[src/rtl/vga_timing_if.sv]
// -----------------------------------------------------------------------------
// vga_timing_if
// Purpose : bundles the timing outputs of vga_timing so that each drawing
//           stage can take the whole set through one port.
// Signals : hcount_out  [10:0] pixel index within line
//           hsync_out          horizontal sync, active-high
//           hblnk_out          horizontal blanking
//           vcount_out  [10:0] line index within frame
//           vsync_out          vertical sync, active-high
//           vblnk_out          vertical blanking
//           frame_start        one-cycle strobe at (0,0) after a frame wrap
//           frame_cnt   [15:0] completed-frame counter
// Modports: master = timing generator (drives), slave = consumer (reads).
// -----------------------------------------------------------------------------
interface vga_timing_if;
   logic [10:0] hcount_out;
   logic        hsync_out;
   logic        hblnk_out;
   logic [10:0] vcount_out;
   logic        vsync_out;
   logic        vblnk_out;
   logic        frame_start;
   logic [15:0] frame_cnt;

   modport master (
      output hcount_out, hsync_out, hblnk_out,
      output vcount_out, vsync_out, vblnk_out,
      output frame_start, frame_cnt
   );

   modport slave (
      input hcount_out, hsync_out, hblnk_out,
      input vcount_out, vsync_out, vblnk_out,
      input frame_start, frame_cnt
   );
endinterface

[src/rtl/vga_timing.sv]
// -----------------------------------------------------------------------------
// vga_timing
// Purpose : free-running VGA timing generator (1024x768 @ 60 Hz with the
//           default parameters, 65 MHz pixel clock). Produces the pixel/line
//           counters plus active-high sync and blanking flags for the video
//           pipeline.
// Ports   : pclk   in   pixel clock
//           rst    in   synchronous active-high reset
//           vga_o  out  vga_timing_if.master (counts, sync, blank, frame info)
// Config  : `define VGA_TIMING_FRAME_CNT_EN to build the frame_start strobe
//           and the 16-bit frame_cnt counter. Without it both are tied to 0
//           and no registers are built for them; the ports remain.
// -----------------------------------------------------------------------------
module vga_timing #(
   parameter int unsigned H_ACTIVE = 1024,
   parameter int unsigned H_FP     = 24,
   parameter int unsigned H_SYNC   = 136,
   parameter int unsigned H_BP     = 160,
   parameter int unsigned V_ACTIVE = 768,
   parameter int unsigned V_FP     = 3,
   parameter int unsigned V_SYNC   = 6,
   parameter int unsigned V_BP     = 29
) (
   input  logic         pclk,
   input  logic         rst,
   vga_timing_if.master vga_o
);

   localparam int unsigned H_TOTAL = H_ACTIVE + H_FP + H_SYNC + H_BP;
   localparam int unsigned V_TOTAL = V_ACTIVE + V_FP + V_SYNC + V_BP;

   localparam logic [10:0] H_LAST       = 11'(H_TOTAL - 1);
   localparam logic [10:0] H_BLNK_START = 11'(H_ACTIVE);
   localparam logic [10:0] H_SYNC_START = 11'(H_ACTIVE + H_FP);
   localparam logic [10:0] H_SYNC_END   = 11'(H_ACTIVE + H_FP + H_SYNC);

   localparam logic [10:0] V_LAST       = 11'(V_TOTAL - 1);
   localparam logic [10:0] V_BLNK_START = 11'(V_ACTIVE);
   localparam logic [10:0] V_SYNC_START = 11'(V_ACTIVE + V_FP);
   localparam logic [10:0] V_SYNC_END   = 11'(V_ACTIVE + V_FP + V_SYNC);

   logic [10:0] hcount_q, hcount_d;
   logic [10:0] vcount_q, vcount_d;
   logic        hsync_q,  hsync_d;
   logic        hblnk_q,  hblnk_d;
   logic        vsync_q,  vsync_d;
   logic        vblnk_q,  vblnk_d;
   logic        h_wrap;

   // Next counts first; the flags are decoded from those next counts so that
   // the registered counts and flags always describe the same pixel.
   always_comb begin
      h_wrap   = (hcount_q == H_LAST);
      hcount_d = hcount_q + 11'd1;
      vcount_d = vcount_q;
      if (h_wrap) begin
         hcount_d = '0;
         if (vcount_q == V_LAST) begin
            vcount_d = '0;
         end else begin
            vcount_d = vcount_q + 11'd1;
         end
      end

      hblnk_d = (hcount_d >= H_BLNK_START);
      hsync_d = (hcount_d >= H_SYNC_START) && (hcount_d < H_SYNC_END);
      vblnk_d = (vcount_d >= V_BLNK_START);
      vsync_d = (vcount_d >= V_SYNC_START) && (vcount_d < V_SYNC_END);
   end

   always_ff @(posedge pclk) begin
      if (rst) begin
         hcount_q <= '0;
         vcount_q <= '0;
         hsync_q  <= 1'b0;
         hblnk_q  <= 1'b0;
         vsync_q  <= 1'b0;
         vblnk_q  <= 1'b0;
      end else begin
         hcount_q <= hcount_d;
         vcount_q <= vcount_d;
         hsync_q  <= hsync_d;
         hblnk_q  <= hblnk_d;
         vsync_q  <= vsync_d;
         vblnk_q  <= vblnk_d;
      end
   end

   assign vga_o.hcount_out = hcount_q;
   assign vga_o.vcount_out = vcount_q;
   assign vga_o.hsync_out  = hsync_q;
   assign vga_o.hblnk_out  = hblnk_q;
   assign vga_o.vsync_out  = vsync_q;
   assign vga_o.vblnk_out  = vblnk_q;

`ifdef VGA_TIMING_FRAME_CNT_EN
   logic        frame_wrap;
   logic        frame_start_q, frame_start_d;
   logic [15:0] frame_cnt_q,   frame_cnt_d;

   // The last pixel of the last line: the next edge lands on (0,0). Because
   // the strobe is registered from this, the (0,0) seen during reset never
   // produces a pulse.
   always_comb begin
      frame_wrap    = h_wrap && (vcount_q == V_LAST);
      frame_start_d = frame_wrap;
      frame_cnt_d   = frame_cnt_q;
      if (frame_wrap) begin
         frame_cnt_d = frame_cnt_q + 16'd1;   // rolls over 16'hFFFF -> 0
      end
   end

   always_ff @(posedge pclk) begin
      if (rst) begin
         frame_start_q <= 1'b0;
         frame_cnt_q   <= '0;
      end else begin
         frame_start_q <= frame_start_d;
         frame_cnt_q   <= frame_cnt_d;
      end
   end

   assign vga_o.frame_start = frame_start_q;
   assign vga_o.frame_cnt   = frame_cnt_q;
`else
   assign vga_o.frame_start = 1'b0;
   assign vga_o.frame_cnt   = '0;
`endif

endmodule

[src/flat_wrapper.sv]
// flat-port wrapper written by rule: the top's interface ports become plain ports
module vga_timing_flat 
#(
   parameter int unsigned H_ACTIVE = 1024,
   parameter int unsigned H_FP     = 24,
   parameter int unsigned H_SYNC   = 136,
   parameter int unsigned H_BP     = 160,
   parameter int unsigned V_ACTIVE = 768,
   parameter int unsigned V_FP     = 3,
   parameter int unsigned V_SYNC   = 6,
   parameter int unsigned V_BP     = 29
)
  (pclk, rst, vga_o_hcount_out, vga_o_hsync_out, vga_o_hblnk_out, vga_o_vcount_out, vga_o_vsync_out, vga_o_vblnk_out, vga_o_frame_start, vga_o_frame_cnt);
  vga_timing_if vga_o_i ();
  input  logic pclk;
  input  logic rst;
  output wire logic [$bits(vga_o_i.hcount_out)-1:0] vga_o_hcount_out;
  output wire logic [$bits(vga_o_i.hsync_out)-1:0] vga_o_hsync_out;
  output wire logic [$bits(vga_o_i.hblnk_out)-1:0] vga_o_hblnk_out;
  output wire logic [$bits(vga_o_i.vcount_out)-1:0] vga_o_vcount_out;
  output wire logic [$bits(vga_o_i.vsync_out)-1:0] vga_o_vsync_out;
  output wire logic [$bits(vga_o_i.vblnk_out)-1:0] vga_o_vblnk_out;
  output wire logic [$bits(vga_o_i.frame_start)-1:0] vga_o_frame_start;
  output wire logic [$bits(vga_o_i.frame_cnt)-1:0] vga_o_frame_cnt;
  assign vga_o_hcount_out = vga_o_i.hcount_out;
  assign vga_o_hsync_out = vga_o_i.hsync_out;
  assign vga_o_hblnk_out = vga_o_i.hblnk_out;
  assign vga_o_vcount_out = vga_o_i.vcount_out;
  assign vga_o_vsync_out = vga_o_i.vsync_out;
  assign vga_o_vblnk_out = vga_o_i.vblnk_out;
  assign vga_o_frame_start = vga_o_i.frame_start;
  assign vga_o_frame_cnt = vga_o_i.frame_cnt;
  vga_timing #(.H_ACTIVE(H_ACTIVE), .H_FP(H_FP), .H_SYNC(H_SYNC), .H_BP(H_BP), .V_ACTIVE(V_ACTIVE), .V_FP(V_FP), .V_SYNC(V_SYNC), .V_BP(V_BP)) u_core (.pclk(pclk), .rst(rst), .vga_o(vga_o_i));
endmodule
[config.mk]
export PLATFORM = sky130hd
export DESIGN_NAME = vga_timing_flat
export DESIGN_NICKNAME = d
export VERILOG_FILES = /design/src/rtl/vga_timing_if.sv /design/src/rtl/vga_timing.sv /design/src/flat_wrapper.sv
export SDC_FILE = /design/constraint.sdc
export NUM_CORES = 1
export LEC_CHECK = 0
export ABC_AREA = 1
export CAP_MARGIN = 15
export CORE_MARGIN = 1
export CORE_UTILIZATION = 40
export CTS_BUF_LIST = sky130_fd_sc_hd__clkbuf_8
export CTS_CLUSTER_SIZE = 40
export DETAILED_ROUTE_END_ITERATION = 6
export PLACE_DENSITY = 0.71
export SKIP_CTS_REPAIR_TIMING = 1
export SKIP_LAST_GASP = 1
export SLEW_MARGIN = 20
export SYNTH_ARGS = -nofsm -noshare
export SYNTH_HDL_FRONTEND = slang
export SYNTH_SLANG_ARGS = --single-unit
[constraint.sdc]
create_clock -name pclk -period 1.6 [get_ports pclk]
set_input_delay 0.32 -clock pclk [delete_from_list [all_inputs] [get_ports pclk]]
set_output_delay 0.32 -clock pclk [all_outputs]
set_load 0.01 [all_outputs]
==> impl_results.md <==
* Distinct cells, synth at 25
* Fmax at 0.609 GHz
* Area grow syn2layout at 34.6%
* Max_cap viols at 0
* Setup crit start kind: flip-flop
* Synth Area in Adders at 2.28%
* Final Wtd Congestion at 0.825
* DR vias at 1,545
* GRT Util Overall at 16.7%
* Post-DR vias/cell at 4.50
* Final nets at 301
* # IOs at 45
* CTS tree: yes
* PD cells at 586 nW/um^2
* CP required at 1.28 ns
* Final setup vio count at 2
* Largest net degree at the start of global routing at 23
* Cts bufs inserted at 3
* Chip Height at 66.2 microns
* Vias in the first global route at 1,306
* Hold path cells at 2
* Die area at 4380 sq um
* Core Area at 3800 sq um
* Total global routing overflow at 0
* Power, Total at 1.30 mW
* Post-route DRC at 0
* Reg2reg setup slack at -0.03 ns
* Critical path peak fanout at 4
* Critical path class: flip-flop to output pin
* CP endpoint kind: output pin
* Fraction of layout cells with a size suffix above 1 at 25.1%
* Cell count after synthesis at 248
* Final Hold Viols at 0
* FF/Latch Area at 549 sq um
* Port bufs at 27
* Clock Tree Buf Depth at 2
* Reg clk slew, reported paths at 0.10 ns
* Flop and latch count out of synthesis at 26
* Largest family of logic cells by synthesized area: simple AND/OR/NAND/NOR gates
* Most frequent cells in the layout: 64 x nand2_1, 34 x nor2_1, 25 x inv_1
* Starting density of the core at 43.3%
* Post-synthesis mux area share at 0%
* Final Cell Area at 2220 sq um
* Clock Sinks at 26
* DP HPWL at 2590 microns
* Post-synthesis xor/xnor area fraction at 2.66%
* Syn avg cell area at 6.64 sq um
* RSZ-0062 raised after global routing: true
* First-pass GRT wire length at 5600 microns
* Max Clock Skew at 0.0119 ns
* Hold Slack at 0.544 ns
* Fin cells at 343
* Row count at 22
* Mapped Area at 1650 sq um
* H-Tree Depth at 1
* Root buffer cell: clkbuf_8
* DRT antenna net count at 0
* Synth warn at 0
* Insertion delay to the later sink of the worst-skew pair at 0.28 ns
* Initial DRC count at 50
* Minimum clock period at 1.64 ns
* Wire per inst at 10.3 microns
* Initial antenna violation count at 0
* Final Core Density at 58.3%
* Final Worst Setup Slack at -0.0411 ns
* Failing checks: negative setup slack
* VDD IR max at 0.302 mV
* Sink of the worst hold path: u_core.vga_o.vcount_out[1]$_SDFF_PP0_
* Commonest non-fill, non-tap cell in the layout: nand2_1
* Type of the most critical hold path: flip-flop to flip-flop
* Worst hold start: u_core.vga_o.vcount_out[1]$_SDFF_PP0_
* Cells after DPL at 335
* Post-Route WL at 3520 microns
* Fill cells at 359
* Fin. max-slew vios at 0
* Sequential element share of the synthesized area at 31.6%
* Multi-input gate area at 1000 sq um
* TNS Setup at -0.0695 ns
* Status: finished with violations
* Die width at 66.2 microns
* Post-synthesis compound-gate area fraction at 1.52%
* R2R Path End: u_core.vga_o.hsync_out$_SDFF_PP0_
* Worst R2R Start: u_core.vga_o.hcount_out[1]$_SDFF_PP0_
* Period Utilization, post-route at 103%
* DP Area at 2020 sq um
* R2R cell count at 10
* Setup slack after placement at -0.0537 ns
* Worst EP arrival at 1.32 ns
* Pleak at 1.08 nW
* N_diodes at 0
* 1st-pass router iterations at 4
* Post-Synth Simple-Gate Area at 46.4%
cells in the mapped netlist, drive strengths merged:
cell / number / area share [%]
nand3b: 1 / 0.46
nand4: 4 / 1.5
clkbuf: 2 / 0.46
xnor2: 1 / 0.53
nand2: 73 / 18
o21ai: 2 / 0.61
conb: 1 / 0.23
nor2: 45 / 14
ha: 3 / 2.3
dfxtp: 26 / 32
inv: 30 / 6.8
buf: 17 / 7.8
nand3: 27 / 10
nor3: 8 / 2.4
xor2: 4 / 2.1
clkinv: 1 / 0.23
a21oi: 3 / 0.91
flip-flops by register name (all words and copies together), names as in the netlist:
| register | count |
|---|---|
| u_core.vga_o.hsync_out | 1 |
| u_core.vga_o.hcount_out | 11 |
| u_core.vga_o.hblnk_out | 1 |
| u_core.vga_o.vsync_out | 1 |
| u_core.vga_o.vblnk_out | 1 |
| u_core.vga_o.vcount_out | 11 |
per-layer routing:
layer	wire length, microns	vias up	track usage [%]
met5	0	-	0
met4	47	0	6.38
met3	137	4	2.07
met2	1560	37	25.8
met1	1780	674	23.5
li1	-	830	-
worst max-delay path by stage:
stage                                                     start                                 to  depth (start not counted)
after floorplan           u_core.vga_o.vcount_out[0]$_SDFF_PP0_  u_core.vga_o.vsync_out$_SDFF_PP0_                         11
final                     u_core.vga_o.vcount_out[0]$_SDFF_PP0_                vga_o_vcount_out[0]                          2
after global placement    u_core.vga_o.vcount_out[1]$_SDFF_PP0_  u_core.vga_o.vsync_out$_SDFF_PP0_                         11
after detailed placement  u_core.vga_o.vcount_out[0]$_SDFF_PP0_  u_core.vga_o.vsync_out$_SDFF_PP0_                         11
after global routing      u_core.vga_o.hcount_out[6]$_SDFF_PP0_  u_core.vga_o.hsync_out$_SDFF_PP0_                         10
after CTS                 u_core.vga_o.hcount_out[2]$_SDFF_PP0_                vga_o_hcount_out[2]                          2
power breakdown:
part | internal, mW | switching, mW
sequential | 0.650 | 0.00682
combinational | 0.0308 | 0.0489
clock | 0.335 | 0.226
cell families after synthesis:
group / after synthesis
adders and majority gates: 3
DFF: 26
buffers and inverters: 50
xor gates and xnor gates: 5
and+or+nand+nor: 158
AOI/OAI and AO/OA: 5
other: 1
layout make-up:
cell class              count  share of cell area (%)
multi-input cells         189                    45.2
flip-flops and latches     26                    24.8
repair buffers             45                    18.9
inverters                  31                    5.25
well taps                  48                    2.71
clock buffers               3                    1.86
clock inverters             1                    1.36
critical path: stages, from the launching register on:
cell	delay, ns
dfxtp_2	0.39
buf_4	0.13
clkdlybuf4s50_1	0.52
(Power assumes the default switching activity.)
